<file path="src/rtl/mem_stage.sv">
// ============================================================================
// Module   : mem_stage
// Purpose  : RISC-V MEM stage: req/ack data-memory access, lane alignment,
//            load extension, timeout abort and the MEM/WB pipeline register.
// Revision : 1.0 - initial release
// ============================================================================
`default_nettype none

module mem_stage #(
  parameter int TIMEOUT = 16
) (
  input  logic        clk,
  input  logic        rst,
  input  logic        validm,
  input  logic        regWrtm,
  input  logic        memWrtm,
  input  logic [1:0]  rsltSrcm,
  input  logic [2:0]  funct3m,
  input  logic [4:0]  rdm,
  input  logic [31:0] aluRsltm,
  input  logic [31:0] wrtDm,
  input  logic [31:0] pc4m,
  output logic        memReq,
  output logic        memWe,
  output logic [31:0] memAddr,
  output logic [31:0] memWdata,
  output logic [3:0]  memBe,
  input  logic [31:0] memRdata,
  input  logic        memAck,
  output logic        stallm,
  output logic        misalignm,
  output logic        busErrm,
  output logic        validw,
  output logic        regWrtw,
  output logic [1:0]  rsltSrcw,
  output logic [4:0]  rdw,
  output logic [31:0] aluRsltw,
  output logic [31:0] rdDw,
  output logic [31:0] pc4w
);

  localparam int c_cnt_w = (TIMEOUT > 2) ? $clog2(TIMEOUT) : 1;
  localparam logic [c_cnt_w-1:0] c_cnt_last = c_cnt_w'(TIMEOUT - 1);

  typedef enum logic [0:0] {
    S_IDLE = 1'b0,
    S_WAIT = 1'b1
  } state_t;

  state_t               r_state;
  logic [c_cnt_w-1:0]   r_cnt;

  logic        r_validw;
  logic        r_regWrtw;
  logic [1:0]  r_rsltSrcw;
  logic [4:0]  r_rdw;
  logic [31:0] r_aluRsltw;
  logic [31:0] r_rdDw;
  logic [31:0] r_pc4w;

  logic        w_memop;
  logic        w_load;
  logic        w_mis;
  logic        w_req;
  logic        w_abort;
  logic        w_bubble;
  logic [3:0]  w_be;
  logic [31:0] w_wdata;
  logic [7:0]  w_byte;
  logic [15:0] w_half;
  logic [31:0] w_rdext;

  assign w_memop = validm & (memWrtm | (rsltSrcm == 2'b01));
  assign w_load  = (rsltSrcm == 2'b01) & ~memWrtm;

  // Lane steering; unlisted size codes fall through to word accesses
  always_comb begin
    w_be    = 4'b1111;
    w_wdata = wrtDm;
    w_mis   = 1'b0;
    case (funct3m)
      3'b000, 3'b100: begin
        w_be    = 4'b0001 << aluRsltm[1:0];
        w_wdata = {4{wrtDm[7:0]}};
      end
      3'b001, 3'b101: begin
        w_be    = 4'b0011 << aluRsltm[1:0];
        w_wdata = {2{wrtDm[15:0]}};
        w_mis   = aluRsltm[0];
      end
      default: w_mis = |aluRsltm[1:0];
    endcase
  end

  always_comb begin
    w_byte = memRdata[7:0];
    case (aluRsltm[1:0])
      2'b01:   w_byte = memRdata[15:8];
      2'b10:   w_byte = memRdata[23:16];
      2'b11:   w_byte = memRdata[31:24];
      default: w_byte = memRdata[7:0];
    endcase
    w_half = aluRsltm[1] ? memRdata[31:16] : memRdata[15:0];
    case (funct3m)
      3'b000:  w_rdext = {{24{w_byte[7]}}, w_byte};
      3'b100:  w_rdext = {24'd0, w_byte};
      3'b001:  w_rdext = {{16{w_half[15]}}, w_half};
      3'b101:  w_rdext = {16'd0, w_half};
      default: w_rdext = memRdata;
    endcase
  end

  assign w_req   = w_memop & ~w_mis & ~rst;
  assign w_abort = w_req & (r_state == S_WAIT) & ~memAck & (r_cnt == c_cnt_last);

  assign memReq    = w_req;
  assign memWe     = w_req & memWrtm;
  assign memAddr   = {aluRsltm[31:2], 2'b00};
  assign memWdata  = w_wdata;
  assign memBe     = w_be;
  assign stallm    = w_req & ~memAck & ~w_abort;
  assign misalignm = w_memop & w_mis & ~rst;
  assign busErrm   = w_abort;

  assign w_bubble = stallm | misalignm | busErrm;

  // Any cycle that ends without an outstanding request returns to IDLE
  always_ff @(posedge clk or posedge rst) begin
    if (rst) begin
      r_state <= S_IDLE;
      r_cnt   <= '0;
    end else if (!w_req || memAck || w_abort) begin
      r_state <= S_IDLE;
      r_cnt   <= '0;
    end else if (r_state == S_IDLE) begin
      r_state <= S_WAIT;
      r_cnt   <= c_cnt_w'(1);
    end else begin
      r_cnt   <= r_cnt + c_cnt_w'(1);
    end
  end

  always_ff @(posedge clk or posedge rst) begin
    if (rst) begin
      r_validw   <= 1'b0;
      r_regWrtw  <= 1'b0;
      r_rsltSrcw <= 2'b00;
      r_rdw      <= 5'd0;
      r_aluRsltw <= 32'd0;
      r_rdDw     <= 32'd0;
      r_pc4w     <= 32'd0;
    end else if (w_bubble) begin
      r_validw   <= 1'b0;
      r_regWrtw  <= 1'b0;
      r_rsltSrcw <= 2'b00;
      r_rdw      <= 5'd0;
      r_aluRsltw <= 32'd0;
      r_rdDw     <= 32'd0;
      r_pc4w     <= 32'd0;
    end else begin
      r_validw   <= validm;
      r_regWrtw  <= validm & regWrtm;
      r_rsltSrcw <= rsltSrcm;
      r_rdw      <= rdm;
      r_aluRsltw <= aluRsltm;
      r_rdDw     <= (w_memop & w_load) ? w_rdext : 32'd0;
      r_pc4w     <= pc4m;
    end
  end

  assign validw   = r_validw;
  assign regWrtw  = r_regWrtw;
  assign rsltSrcw = r_rsltSrcw;
  assign rdw      = r_rdw;
  assign aluRsltw = r_aluRsltw;
  assign rdDw     = r_rdDw;
  assign pc4w     = r_pc4w;

endmodule

`default_nettype wire

</file>
<file path="config.mk">
export PLATFORM = sky130hd
export DESIGN_NAME = mem_stage
export DESIGN_NICKNAME = d
export VERILOG_FILES = /design/src/rtl/mem_stage.sv
export SDC_FILE = /design/constraint.sdc
export NUM_CORES = 1
export LEC_CHECK = 0
export ABC_AREA = 1
export BUFFER_PORTS_ARGS = -buffer_cell sky130_fd_sc_hd__buf_4
export CAP_MARGIN = 20
export CELL_PAD_IN_SITES_DETAIL_PLACEMENT = 0
export CELL_PAD_IN_SITES_GLOBAL_PLACEMENT = 2
export CORE_ASPECT_RATIO = 0.7
export CORE_UTILIZATION = 22
export DETAILED_ROUTE_END_ITERATION = 12
export GPL_ROUTABILITY_DRIVEN = 0
export PLACE_DENSITY_LB_ADDON = 0.1
export SLEW_MARGIN = 20
export SYNTH_ARGS = -nofsm -noshare
export SYNTH_HDL_FRONTEND = slang
export SYNTH_SLANG_ARGS = --single-unit
</file>
<file path="constraint.sdc">
create_clock -name clk -period 5.35 [get_ports clk]
set_input_delay 0.535 -clock clk [delete_from_list [all_inputs] [get_ports clk]]
set_output_delay 0.535 -clock clk [all_outputs]
set_load 0.02 [all_outputs]
</file>
==> impl_metrics.tcl <==
set metrics [dict create \
    track_usage_pct 15.1 \
    synth_cell_types 26 \
    globalRouteOverflowTotal 0 \
    cp.required_ns 4.82 \
    p_int_uw 1410 \
    cp_slowest_cell "inv_4" \
    syn_inst 629 \
    fin_nets 1044 \
    port_buffers 319 \
    antenna_found_initial 0 \
    slew_headroom_pct 45.6 \
    fin_area_mm2 0.00783 \
    cp_top_family "buffers and inverters" \
    grt_pass1_vias 4655 \
    yosys.area_share.simple_pct 21.8 \
    cp-end-kind "primary output" \
    ys_ff_latch 110 \
    synth-xor-area-share_pct 0.341 \
    pwr-share-clk_pct 33.2 \
    peakVddDrop_mv 0.158 \
    drt-initial-drc-count 141 \
    num_rows 46 \
    cts_tree "built" \
    p_comb_share_pct 23.2 \
    antennaDiodeCount 0 \
    power_switching_uw 617 \
    core_mm2 0.0228 \
    synth_compound_area_share_pct 7.58 \
    status "completed" \
    synth-adder-area-share_pct 0.244 \
    worst_skew_pair.late_latency_ns 0.35 \
    finalCritPeriodShare_pct 52.3 \
    synth_edf_count 0 \
    yosys_warnings 0 \
    muxShareOfSynthArea_pct 0 \
    post-route-min-period_ns 2.80 \
    ant_nets 0 \
    cts.sinks 110 \
    p_leak_uw 0.00437 \
    worst_slew_pin_slew_ns 0.816 \
    path_buf_inv 5 \
    via_per_inst 3.93 \
    drc 0 \
    dr.pass1.iters 4 \
    wl_per_cell_um 15.2 \
    worstPathArrival_ns 2.26 \
    rsz0062_at_grt "false" \
    hold_path_class "primary input to async pin" \
    synth_seq_area_share_pct 53.6 \
    synth-async-reset-ratio_pct 100 \
    dieArea_mm2 0.0240 \
    drv_slew 0 \
    wl_um 18500 \
    vias 4778 \
    die_y_um 130 \
    dp.final_hpwl_um 14700 \
    synthToLayoutAreaGrowth_pct 52.5 \
    fmax_mhz 358 \
    grt_first_pass_wirelength_um 26900 \
    hold_violations 0 \
    htree_levels 3 \
    cp_cell_sequence "buf_4, inv_4, nand2_1, a21oi_1, inv_1, nor2_1, nand3_1, inv_1, buf_4" \
    grt_max_degree 67 \
    p_sw_share_pct 30.4 \
    cts.clk_slew.worst_paths_ns 0.07 \
    max_stage_delay_ns 0.41 \
    maxCapViolations 0 \
    root_buffer "clkbuf_16" \
    p_seq_share_pct 43.6 \
    ys_dominant_reg_cell "dfrtp_1" \
    clockBufferDepth 2 \
    worstSetupPathType "primary input to primary output" \
    post_cts_buffers 0 \
    start_util_pct 22.5 \
    die_x_um 185 \
    synthesis.area_mm2 0.00513 \
    crit_fanout 46 \
    synth_top_family_by_area "simple AND/OR/NAND/NOR gates" \
    cts_resized 0 \
    io_pins 322 \
    holdBufCountCts 0 \
    setup_viol_count_final 0 \
    p_per_area_mw_per_mm2 259 \
    layout-drive-gt1-share_pct 39.9 \
    setup_tns_ns 0 \
    avgSynthCellArea_um2 8.16 \
    critPathLaunchType "primary input" \
    postPlaceCellArea_mm2 0.00753 \
    cts_buffers 9 \
    finClkSkew_ns 0.000195 \
]
## layout make-up
cell class / instances / area, um2
sequential: 110 / 2750
fill: 2478 / 15000
timing repair buffer: 323 / 2420
inverter: 109 / 412
clock buffer: 10 / 239
tap: 312 / 390
multi-input combinational: 346 / 1550
clock inverter: 6 / 60.1
## worst paths after layout
| path | to | start | slack [ns] | depth (start not counted) |
|---|---|---|---|---|
| max | stallm | rst | 2.55 | 9 |
| min reg2reg | r_cnt[0] | r_cnt[0] | 0.55 | 3 |
| max reg2reg | r_cnt[2] | r_cnt[0] | 4.23 | 4 |
| max in group asynchronous | rdDw[25] | rst | 3.86 | 3 |
| min | aluRsltw[15] | rst | 0.25 | 2 |
| min in group clk | pc4w[9] | pc4m[9] | 0.39 | 3 |
## through the flow
step	std cells	util (%)	hold WS (ns)	worst slack (ns)	power, uW
6_report	1216	34.3	0.255	2.55	2030
5_1_grt	1216	34.3	0.289	2.31	2140
4_1_cts	1216	34.3	0.264	2.50	2070
3_5_place_dp	1200	33.0	0.534	2.27	1380
3_3_place_gp	1200	33.0	0.535	2.33	1380
2_1_floorplan	630	-	0.509	0.662	1150
## power by group through the flow
stage / combinational [uW] / clock (uW) / sequential (uW)
after detailed placement: 479 / 0 / 901
final: 471 / 673 / 884
after CTS: 480 / 707 / 885
after global routing: 512 / 741 / 889
after floorplan: 191 / 0 / 954
after global placement: 477 / 0 / 900
## synth_stat cells (all sizes together), types with 3 or more instances
library cell	number	area, um2
inv	107	402
nand3	18	90.1
nand2	118	450
o211ai	24	180
dfrtp	110	2750
o21ai	14	81.3
a21oi	21	109
o22ai	3	18.8
buf	59	407
clkbuf	6	22.5
nor2	140	563
## cell families (layout without fill, tap and decap cells)
| family | count (synthesis) | in the layout |
|---|---|---|
| compound gates | 62 | 62 |
| xor+xnor | 2 | 2 |
| fa+ha+maj | 1 | 1 |
| buf+inv | 174 | 448 |
| flops | 110 | 110 |
| other cells | 1 | 2 |
| simple gates | 279 | 279 |
## state kept, by name (all words and copies together), names as in the netlist
name      flops
rdw           5
r_cnt         4
regWrtw       1
validw        1
aluRsltw     32
rdDw         32
r_state       1
rsltSrcw      2
pc4w         32
## layout by cell type (no fill, tap or decap), types with 3 or more instances in the layout
master | netlist | routed
nand3_1 | 18 | 18
nor2_2 | 12 | 13
nand2_2 | 3 | 3
clkbuf_16 | 0 | 9
o21ai_0 | 13 | 13
inv_8 | 0 | 3
a21oi_1 | 20 | 20
o22ai_1 | 3 | 3
o211ai_1 | 24 | 24
inv_1 | 105 | 104
nand2_1 | 115 | 115
buf_4 | 43 | 323
dfrtp_1 | 110 | 110
nor2_1 | 127 | 126
## per-layer routing
metal	routed length, um	share of wire, %	global-route usage (%)	vias to the layer above
li1	-	-	-	2381
met1	8380	45	20.5	2202
met2	8260	45	22.9	180
met3	1680	9.1	5.36	15
met4	202	1.1	3.48	0
met5	0	0	0	-
Note: power is estimated with default switching activity, not from simulation.
